==> src/rtl/id_decode_stage.sv <==
// RISC-V decode stage: registered decode with a skid entry, RV32I/RV64I.
// Define RV_M_EXT_EN to decode the M extension (MUL..REMU, and *W forms on RV64).
module id_decode_stage #(
    parameter int XLEN = 32
) (
    input  logic            clk,
    input  logic            rst_n,
    input  logic            flush,
    input  logic            in_valid,
    output logic            in_ready,
    input  logic [31:0]     in_instr,
    input  logic [XLEN-1:0] in_pc,
    output logic            out_valid,
    input  logic            out_ready,
    output logic [XLEN-1:0] out_pc,
    output logic [4:0]      rd_addr,
    output logic [4:0]      rs1_addr,
    output logic [4:0]      rs2_addr,
    output logic [XLEN-1:0] immediate,
    output logic [4:0]      alu_op,
    output logic            alu_src_b,
    output logic            reg_write_en,
    output logic            mem_read_en,
    output logic            mem_write_en,
    output logic            branch_en,
    output logic            jump_en,
    output logic [2:0]      mem_size,
    output logic [1:0]      mem_to_reg,
    output logic            word_op,
    output logic            illegal
);

    localparam bit RV64 = (XLEN == 64);
`ifdef RV_M_EXT_EN
    localparam bit M_EN = 1'b1;
`else
    localparam bit M_EN = 1'b0;
`endif

    localparam logic [6:0] OP_LUI    = 7'b0110111;
    localparam logic [6:0] OP_AUIPC  = 7'b0010111;
    localparam logic [6:0] OP_JAL    = 7'b1101111;
    localparam logic [6:0] OP_JALR   = 7'b1100111;
    localparam logic [6:0] OP_BRANCH = 7'b1100011;
    localparam logic [6:0] OP_LOAD   = 7'b0000011;
    localparam logic [6:0] OP_STORE  = 7'b0100011;
    localparam logic [6:0] OP_IMM    = 7'b0010011;
    localparam logic [6:0] OP_IMM32  = 7'b0011011;
    localparam logic [6:0] OP_OP     = 7'b0110011;
    localparam logic [6:0] OP_OP32   = 7'b0111011;

    localparam logic [4:0] ALU_ADD  = 5'd0;
    localparam logic [4:0] ALU_SUB  = 5'd1;
    localparam logic [4:0] ALU_SLL  = 5'd2;
    localparam logic [4:0] ALU_SLT  = 5'd3;
    localparam logic [4:0] ALU_SLTU = 5'd4;
    localparam logic [4:0] ALU_XOR  = 5'd5;
    localparam logic [4:0] ALU_SRL  = 5'd6;
    localparam logic [4:0] ALU_SRA  = 5'd7;
    localparam logic [4:0] ALU_OR   = 5'd8;
    localparam logic [4:0] ALU_AND  = 5'd9;
    localparam logic [4:0] ALU_COPY = 5'd10;

    typedef struct packed {
        logic [XLEN-1:0] pc;
        logic [4:0]      rd;
        logic [4:0]      rs1;
        logic [4:0]      rs2;
        logic [XLEN-1:0] imm;
        logic [4:0]      alu_op;
        logic            alu_src_b;
        logic            reg_write_en;
        logic            mem_read_en;
        logic            mem_write_en;
        logic            branch_en;
        logic            jump_en;
        logic [2:0]      mem_size;
        logic [1:0]      mem_to_reg;
        logic            word_op;
        logic            illegal;
    } dec_t;

    function automatic logic [XLEN-1:0] sext(input logic [31:0] v);
        return XLEN'($signed(v));
    endfunction

    function automatic logic [4:0] base_op(input logic [2:0] f3,
                                           input logic alt);
        logic [4:0] op;
        case (f3)
            3'b000:  op = alt ? ALU_SUB : ALU_ADD;
            3'b001:  op = ALU_SLL;
            3'b010:  op = ALU_SLT;
            3'b011:  op = ALU_SLTU;
            3'b100:  op = ALU_XOR;
            3'b101:  op = alt ? ALU_SRA : ALU_SRL;
            3'b110:  op = ALU_OR;
            default: op = ALU_AND;
        endcase
        return op;
    endfunction

    logic [6:0] opcode;
    logic [2:0] f3;
    logic [6:0] f7;
    logic [XLEN-1:0] imm_i, imm_s, imm_b, imm_u, imm_j;
    logic sh_ok_l, sh_ok_r;
    logic f7_zero, f7_alt, f7_mul;

    assign opcode = in_instr[6:0];
    assign f3     = in_instr[14:12];
    assign f7     = in_instr[31:25];
    assign f7_zero = (f7 == 7'b0000000);
    assign f7_alt  = (f7 == 7'b0100000);
    assign f7_mul  = (f7 == 7'b0000001);

    assign imm_i = sext({{20{in_instr[31]}}, in_instr[31:20]});
    assign imm_s = sext({{20{in_instr[31]}}, in_instr[31:25],
                         in_instr[11:7]});
    assign imm_b = sext({{20{in_instr[31]}}, in_instr[7],
                         in_instr[30:25], in_instr[11:8], 1'b0});
    assign imm_u = sext({in_instr[31:12], 12'b0});
    assign imm_j = sext({{12{in_instr[31]}}, in_instr[19:12],
                         in_instr[20], in_instr[30:21], 1'b0});

    // RV64 shamt is 6 bits, so bit 25 belongs to the shift amount there
    assign sh_ok_l = RV64 ? (in_instr[31:26] == 6'b0)
                          : (in_instr[31:25] == 7'b0);
    assign sh_ok_r = RV64 ? ({in_instr[31], in_instr[29:26]} == 5'b0)
                          : ({in_instr[31], in_instr[29:25]} == 6'b0);

    dec_t dec;
    logic ok;

    always_comb begin
        dec = '0;
        ok  = 1'b1;
        case (opcode)
            OP_LUI: begin
                dec.imm          = imm_u;
                dec.alu_op       = ALU_COPY;
                dec.alu_src_b    = 1'b1;
                dec.reg_write_en = 1'b1;
            end
            OP_AUIPC: begin
                dec.imm          = imm_u;
                dec.alu_src_b    = 1'b1;
                dec.reg_write_en = 1'b1;
            end
            OP_JAL, OP_JALR: begin
                dec.imm          = (opcode == OP_JAL) ? imm_j : imm_i;
                dec.alu_src_b    = 1'b1;
                dec.reg_write_en = 1'b1;
                dec.jump_en      = 1'b1;
                dec.mem_to_reg   = 2'b10;
                ok = (opcode == OP_JAL) || (f3 == 3'b000);
            end
            OP_BRANCH: begin
                dec.imm       = imm_b;
                dec.branch_en = 1'b1;
                dec.alu_op    = !f3[2] ? ALU_SUB
                              : (f3[1] ? ALU_SLTU : ALU_SLT);
                ok = (f3[2:1] != 2'b01);
            end
            OP_LOAD: begin
                dec.imm          = imm_i;
                dec.alu_src_b    = 1'b1;
                dec.reg_write_en = 1'b1;
                dec.mem_read_en  = 1'b1;
                dec.mem_to_reg   = 2'b01;
                dec.mem_size     = f3;
                ok = (f3 != 3'b111) &&
                     (RV64 || (f3 != 3'b011 && f3 != 3'b110));
            end
            OP_STORE: begin
                dec.imm          = imm_s;
                dec.alu_src_b    = 1'b1;
                dec.mem_write_en = 1'b1;
                dec.mem_size     = f3;
                ok = RV64 ? (f3 <= 3'b011) : (f3 <= 3'b010);
            end
            OP_IMM, OP_IMM32: begin
                dec.imm          = imm_i;
                dec.alu_src_b    = 1'b1;
                dec.reg_write_en = 1'b1;
                dec.alu_op  = base_op(f3, f3 == 3'b101 && in_instr[30]);
                dec.word_op = (opcode == OP_IMM32);
                if (opcode == OP_IMM) begin
                    if (f3 == 3'b001)
                        ok = sh_ok_l;
                    else if (f3 == 3'b101)
                        ok = sh_ok_r;
                end else begin
                    ok = RV64 && ((f3 == 3'b000) ||
                         (f3 == 3'b001 && f7_zero) ||
                         (f3 == 3'b101 && (f7_zero || f7_alt)));
                end
            end
            OP_OP: begin
                dec.reg_write_en = 1'b1;
                if (f7_zero)
                    dec.alu_op = base_op(f3, 1'b0);
                else if (f7_alt && (f3 == 3'b000 || f3 == 3'b101))
                    dec.alu_op = base_op(f3, 1'b1);
                else if (f7_mul && M_EN)
                    dec.alu_op = 5'd16 + {2'b00, f3};
                else
                    ok = 1'b0;
            end
            OP_OP32: begin
                dec.reg_write_en = 1'b1;
                dec.word_op      = 1'b1;
                dec.alu_op = f7_mul ? 5'd16 + {2'b00, f3}
                                    : base_op(f3, f7_alt);
                ok = RV64 && (
                     (f7_zero && (f3 == 3'b000 || f3 == 3'b001 ||
                                  f3 == 3'b101)) ||
                     (f7_alt && (f3 == 3'b000 || f3 == 3'b101)) ||
                     (f7_mul && M_EN && (f3 == 3'b000 || f3[2])));
            end
            default: ok = 1'b0;
        endcase
        if (in_instr[1:0] != 2'b11)
            ok = 1'b0;
        if (!ok) begin
            dec         = '0;
            dec.illegal = 1'b1;
        end
        dec.pc  = in_pc;
        dec.rd  = in_instr[11:7];
        dec.rs1 = in_instr[19:15];
        dec.rs2 = in_instr[24:20];
    end

    dec_t main_q, skid_q;
    logic main_valid, skid_valid;
    logic accept;

    assign in_ready = rst_n && !skid_valid;
    assign accept   = in_valid && in_ready;

    always_ff @(posedge clk) begin
        if (!rst_n) begin
            main_q     <= '0;
            skid_q     <= '0;
            main_valid <= 1'b0;
            skid_valid <= 1'b0;
        end else if (flush) begin
            main_valid <= 1'b0;
            skid_valid <= 1'b0;
        end else if (!main_valid || out_ready) begin
            if (skid_valid) begin
                main_q     <= skid_q;
                main_valid <= 1'b1;
                skid_valid <= 1'b0;
            end else begin
                main_valid <= accept;
                if (accept)
                    main_q <= dec;
            end
        end else if (accept) begin
            skid_q     <= dec;
            skid_valid <= 1'b1;
        end
    end

    assign out_valid    = main_valid;
    assign out_pc       = main_q.pc;
    assign rd_addr      = main_q.rd;
    assign rs1_addr     = main_q.rs1;
    assign rs2_addr     = main_q.rs2;
    assign immediate    = main_q.imm;
    assign alu_op       = main_q.alu_op;
    assign alu_src_b    = main_q.alu_src_b;
    assign reg_write_en = main_q.reg_write_en;
    assign mem_read_en  = main_q.mem_read_en;
    assign mem_write_en = main_q.mem_write_en;
    assign branch_en    = main_q.branch_en;
    assign jump_en      = main_q.jump_en;
    assign mem_size     = main_q.mem_size;
    assign mem_to_reg   = main_q.mem_to_reg;
    assign word_op      = main_q.word_op;
    assign illegal      = main_q.illegal;

endmodule

==> config.mk <==
export PLATFORM = sky130hd
export DESIGN_NAME = id_decode_stage
export DESIGN_NICKNAME = d
export VERILOG_FILES = /design/src/rtl/id_decode_stage.sv
export SDC_FILE = /design/constraint.sdc
export NUM_CORES = 1
export LEC_CHECK = 0
export ABC_AREA = 1
export ABC_CLOCK_PERIOD_IN_PS = 1810
export BUFFER_PORTS_ARGS = -buffer_cell sky130_fd_sc_hd__buf_2
export CORE_ASPECT_RATIO = 1.25
export CORE_MARGIN = 5
export CORE_UTILIZATION = 50
export CTS_CLUSTER_DIAMETER = 150
export CTS_CLUSTER_SIZE = 24
export DETAILED_ROUTE_END_ITERATION = 10
export PLACE_DENSITY = 0.78
export SLEW_MARGIN = 20
export SYNTH_ARGS = -nofsm -noshare
export SYNTH_HDL_FRONTEND = slang
export SYNTH_SLANG_ARGS = --single-unit
==> constraint.sdc <==
create_clock -name clk -period 1.81 [get_ports clk]
set_clock_uncertainty 0.05 [all_clocks]
set_input_delay 0.4525 -clock clk [delete_from_list [all_inputs] [get_ports clk]]
set_output_delay 0.4525 -clock clk [all_outputs]
set_load 0.01 [all_outputs]
### Word level (Yosys, flattened, before mapping)

Index checks and enable logic that the tools add are counted.

* register bits: 196
* input port bits: 69
* output and inout bits: 99

* $add $sub $neg: 1
* order comparisons: 1
* equal/unequal tests: 24
* multiplexer cells: 36
* bitwise gates (word level): 3
* reduce and logical (&&, ||, !) cells: 26

Operators with widths (number)
* 2-to-1 mux 97 bit: 2
* case mux 32 bit (5 select lines): 1
* case mux 4 bit (7 select lines): 4
* 2-to-1 mux 50 bit: 1
* == test 7 x 6 -> 1 bit (second input constant): 5
* case mux 5 bit (5 select lines): 1
* == test 7 x 5 -> 1 bit (second input constant): 3
* == test 7 bit (second input constant): 3
* 2-to-1 mux 20 bit: 1
* 2-to-1 mux 1 bit: 17
* 2-to-1 mux 5 bit: 2
* OR reduction 2 bit: 5
* == test 3 bit (second input constant): 3
* 2-to-1 mux 3 bit: 3
* OR reduction 9 bit: 1
* OR reduction 8 bit: 1
* == test 7 x 1 -> 1 bit (second input constant): 1
* == test 7 x 2 -> 1 bit (second input constant): 1
* logical NOT 7 bit: 1
* case mux 1 bit (7 select lines): 1
* == test 3 x 2 -> 1 bit (second input constant): 2
* logical AND 1 bit: 6
* logical NOT 6 bit: 1
* != test 3 bit (second input constant): 2
* other kinds (16): 23

### Longest topological paths before layout

* word-level depth: 10
* mapped depth: 14

### Worst setup path before layout

OpenSTA, ideal clock, no wires.

* path kind: in2reg
* start: input port in_instr[13]
* end: register main_q, in the netlist immediate[19]
* arrival: 1.628 ns
* slack: 0.000 ns
* stages on the path: 14
* path buffers: 3
* cell sequence: buf_2 nand2_1 nand2_1 inv_1 nand3_1 nand2_1 nor2_1 nand4_2 buf_6 buf_6 nand2_1 nand2_1 nand2_1 a21oi_1

* longest elaborated chain between the ends: 10
* elaborated cells on any way between the ends: 23

RTL lines
* start: declaration: line 11 `input logic [31:0] in_instr,`
* == test 3 bit or logical NOT 3 bit (tied branches): line 191, 203, 156
* logical OR 1 bit: line 203 `else if (f7_alt && (f3 == 3'b000 || f3 == 3'b101))`
* logical AND 1 bit: line 203
* 2-to-1 mux 1 bit: line 203
* 2-to-1 mux 1 bit: line 201 `if (f7_zero)`
* case mux 1 bit (7 select lines) *: line 138 `case (opcode)`
* 2-to-1 mux 1 bit *: line 223 `if (in_instr[1:0] != 2'b11)`
* 2-to-1 mux 50 bit *: line 225 `if (!ok) begin`
* 2-to-1 mux 97 bit *: line 258 `if (accept)`
* 2-to-1 mux 97 bit *: line 252 `if (skid_valid) begin`
* end signal: assignment: line 253 `main_q <= skid_q;`
* end: declaration: line 235 `dec_t main_q, skid_q;`

Every way passes the cells marked *; elsewhere a longest branch is shown, timed or not. The select of a mux whose other input is x is not followed.
A chain may end at the register's enable or synchronous reset.

### Worst setup path after layout

* start: input port in_instr[1]
* end: register main_q, in the netlist immediate[9]

* longest elaborated chain between the ends: 7
* elaborated cells on any way between the ends: 23

RTL lines
* == test 7 x 5 -> 1 bit (tied with other cells): line 138, 188
* 2-to-1 mux 1 bit (tied with other cells): line 188 `if (opcode == OP_IMM) begin`
* case mux 1 bit (7 select lines): line 138
* 2-to-1 mux 1 bit: line 223
* 2-to-1 mux 50 bit *: line 225
* 2-to-1 mux 97 bit *: line 258
* 2-to-1 mux 97 bit *: line 252

Marks and branches as above.

==> metrics.txt <==
HP Start flush; Die Height 157 um; f_max 583 MHz; Synth Area in Simple Gates 0.249; initial antenna violation count 0; Synth top area share 0.454; RR Startpoint skid_valid; ys flop type dfxtp_1; Crit Path Class in2reg; layout cell share with drive strength beyond 1 0.220; post-route cell area ~11000 sq um; CTS Hold Bufs 0; Post-Layout Cell Count 1658; Die Wd around 130 um; CTS HTree Levels 4; power density over the cells ~800 nW/um^2; slew margin rel. 0.455; Root Driver clkbuf_16; met2 routed WL 12600 um; routed wire length 25200 um; mux share of post-synthesis cell area 0; minimum clock period after layout 1.71 ns; Syn Area/Cell 6.94 sq um; post-layout net count roughly 1500; setup TNS 0 ns; Total GRT Usage 0.248; number of buffers and inverters on the critical path 4; placed cell area 10200 sq um; Post-Synth Adder-Cell Area 0; num rows between 50 and 60; Crit path required time between 2 and 2.5 ns; FF-to-FF path depth 4; Routed met3 length 1600 um; Reg with most FFs skid_q; complex-gate fraction of the synthesized area 0.222; Routed Antenna Nets 0; Mapped Nets 1313; status complete, no violations; CP Capture Type flop; MaxCap Viol Count 0; Post-Syn Area 8640 sq um; CP max stage cell nor3_4; Design Power 8.80 mW; Max Transition Viols Final 0; largest family of logic cells by synthesized area simple AND/OR/NAND/NOR gates; Initial Utilization 0.511; Hold Crit Class in2reg; period utilization 0.947; dpl ws -0.290 ns; cell breakdown of the critical path buf_2, nand2_2, nor2_4, buf_4, buf_4, nand3_2, nand2_2, nor3_4, buf_4, nor2_1, nand2_1, nand2_1, nand2_1, a21oi_1; worst setup margin 0.0959 ns; sequential area share after synthesis 0.454; Cells after Synth between 1000 and 1500; ant diodes 0; YS warnings 0; first-pass GRT wire length roughly 41000 um; Worst Max-Slew Pin Slew 0.817 ns; Cell variety after synth 29; largest net degree at the start of global routing 160; fill cell count between 1500 and 2000; #FFs+latches synth slightly below 200; max incr delay on CP 0.31 ns; most common library cells after synthesis nand2_1 (289), dfxtp_1 (196), o21ai_0 (171); CTS tree built; Synth async-reset ratio 0; xor and xnor area share after synthesis 0; Residual DRC 0; VDD IR max 0.544 mV; clock tree buffer depth 2; area grow syn2layout 24.6%; startpoint type of the worst setup path input port; most common cell in the synthesized netlist nand2_1; Metal-1 WL 10300 um; Ports 168; full die area about 20000 sq um; CP Data Arrival Time 1.96 ns; CTS Buf Count 17; Post-Place Cells 1622; via count roughly 9000; Reg2Reg Capture Point illegal; R2R Setup Slk between 0.2 and 0.3 ns; RD Place Congestion 1.00; DRT Pass-1 Iters 6; CP Max Fanout 6; largest cells by area after synthesis dfxtp_1 (45%), nand2_1 (13%), o21ai_0 (9.9%); Core ar. 16900 sq um; largest area contributor in the netlist dfxtp_1; hold path depth 2; Worst path top cell family by delay simple AND/OR/NAND/NOR gates; dpl hpwl 17300 um; I/O Buffers 167; final number of hold-violating endpoints 0; vias in the first global route 8276; register clock-pin slew on the reported worst setup and hold paths 0.07 ns; top layer in use met4; endpoints failing setup 0; Clock Latency Late Sink 0.43 ns; leakage 5.07 nW; via-per-instance ratio 5.41; Post-synth EDFFs 0; Clock Sinks 196; Hold Crit Endpoint skid_valid; gr ovfl total 0; initial DRC count 701; post-DR wirelength/cell 15.2 um; max FFs per register 97
## cell families (layout without fill, tap and decap cells)
kind of cell / count (synthesis) / in the layout
buf+inv: 154 / 348
simple gates: 526 / 526
flops: 196 / 196
compound gates: 368 / 368
## where the power goes
| part | internal (mW) | switching, mW | leakage (nW) |
|---|---|---|---|
| Combinational | 0.316 | 0.475 | 3.21 |
| Sequential | 4.40 | 0.0452 | 1.59 |
| Clock | 1.94 | 1.62 | 0.272 |
## metrics by stage
stage / hold WS [ns] / util
after CTS: 0.148 / 0.634
after global routing: 0.169 / 0.636
after floorplan: 0.369 / -
final: 0.170 / 0.636
after detailed placement: 0.383 / 0.601
after global placement: 0.377 / 0.601
## area by class of cell
| type | count | area (sq um) | share of cell area |
|---|---|---|---|
| multi-input combinational | 894 | 4090 | 0.380 |
| sequential | 196 | 3930 | 0.365 |
| timing repair buffer | 258 | 1700 | 0.158 |
| clock buffer | 21 | 450 | 0.0419 |
| tap | 220 | 275 | 0.0256 |
| inverter | 58 | 223 | 0.0207 |
| clock inverter | 11 | 101 | 0.00942 |
## repair_timing
action | 4_1_cts | 5_1_grt
endpoints found under the hold margin | 0 | 0
gates resized for setup | 0 | 7
setup buffers | 0 | 4
setup endpoints to repair | 0 | 11
## layout by cell type (no fill, tap or decap), types with 2 or more instances in the layout
master	count
clkbuf_16	17
nor2_4	4
inv_6	2
nor2_2	3
clkinv_2	6
inv_2	7
nand4_1	12
a31oi_1	47
o22ai_1	11
nor3_1	4
nor2_1	154
a21oi_1	134
clkinv_4	3
clkbuf_1	3
inv_1	48
dfxtp_1	195
o21ai_0	171
nand3_1	50
o21ai_1	3
nand2_1	286
buf_4	77
nand2_2	6
buf_2	165
buf_12	14
## per-layer routing
layer / track usage / vias to the layer above
met4: 0.0945 / 0
li1: - / 4495
met5: 0 / -
met1: 0.310 / 4135
met2: 0.427 / 307
met3: 0.0438 / 40
## worst max-delay path by stage
stage	start	endpoint	slack, ns	cells after the start
3_3_place_gp	in_instr[14]	immediate[13]	-0.25	11
2_1_floorplan	in_instr[14]	immediate[19]	0.01	14
5_1_grt	in_instr[1]	immediate[8]	-0.008	14
6_report	in_instr[1]	immediate[9]	0.1	14
4_1_cts	in_instr[2]	immediate[6]	0.16	13
3_5_place_dp	in_instr[2]	immediate[6]	-0.29	13
(Power assumes the default switching activity.)
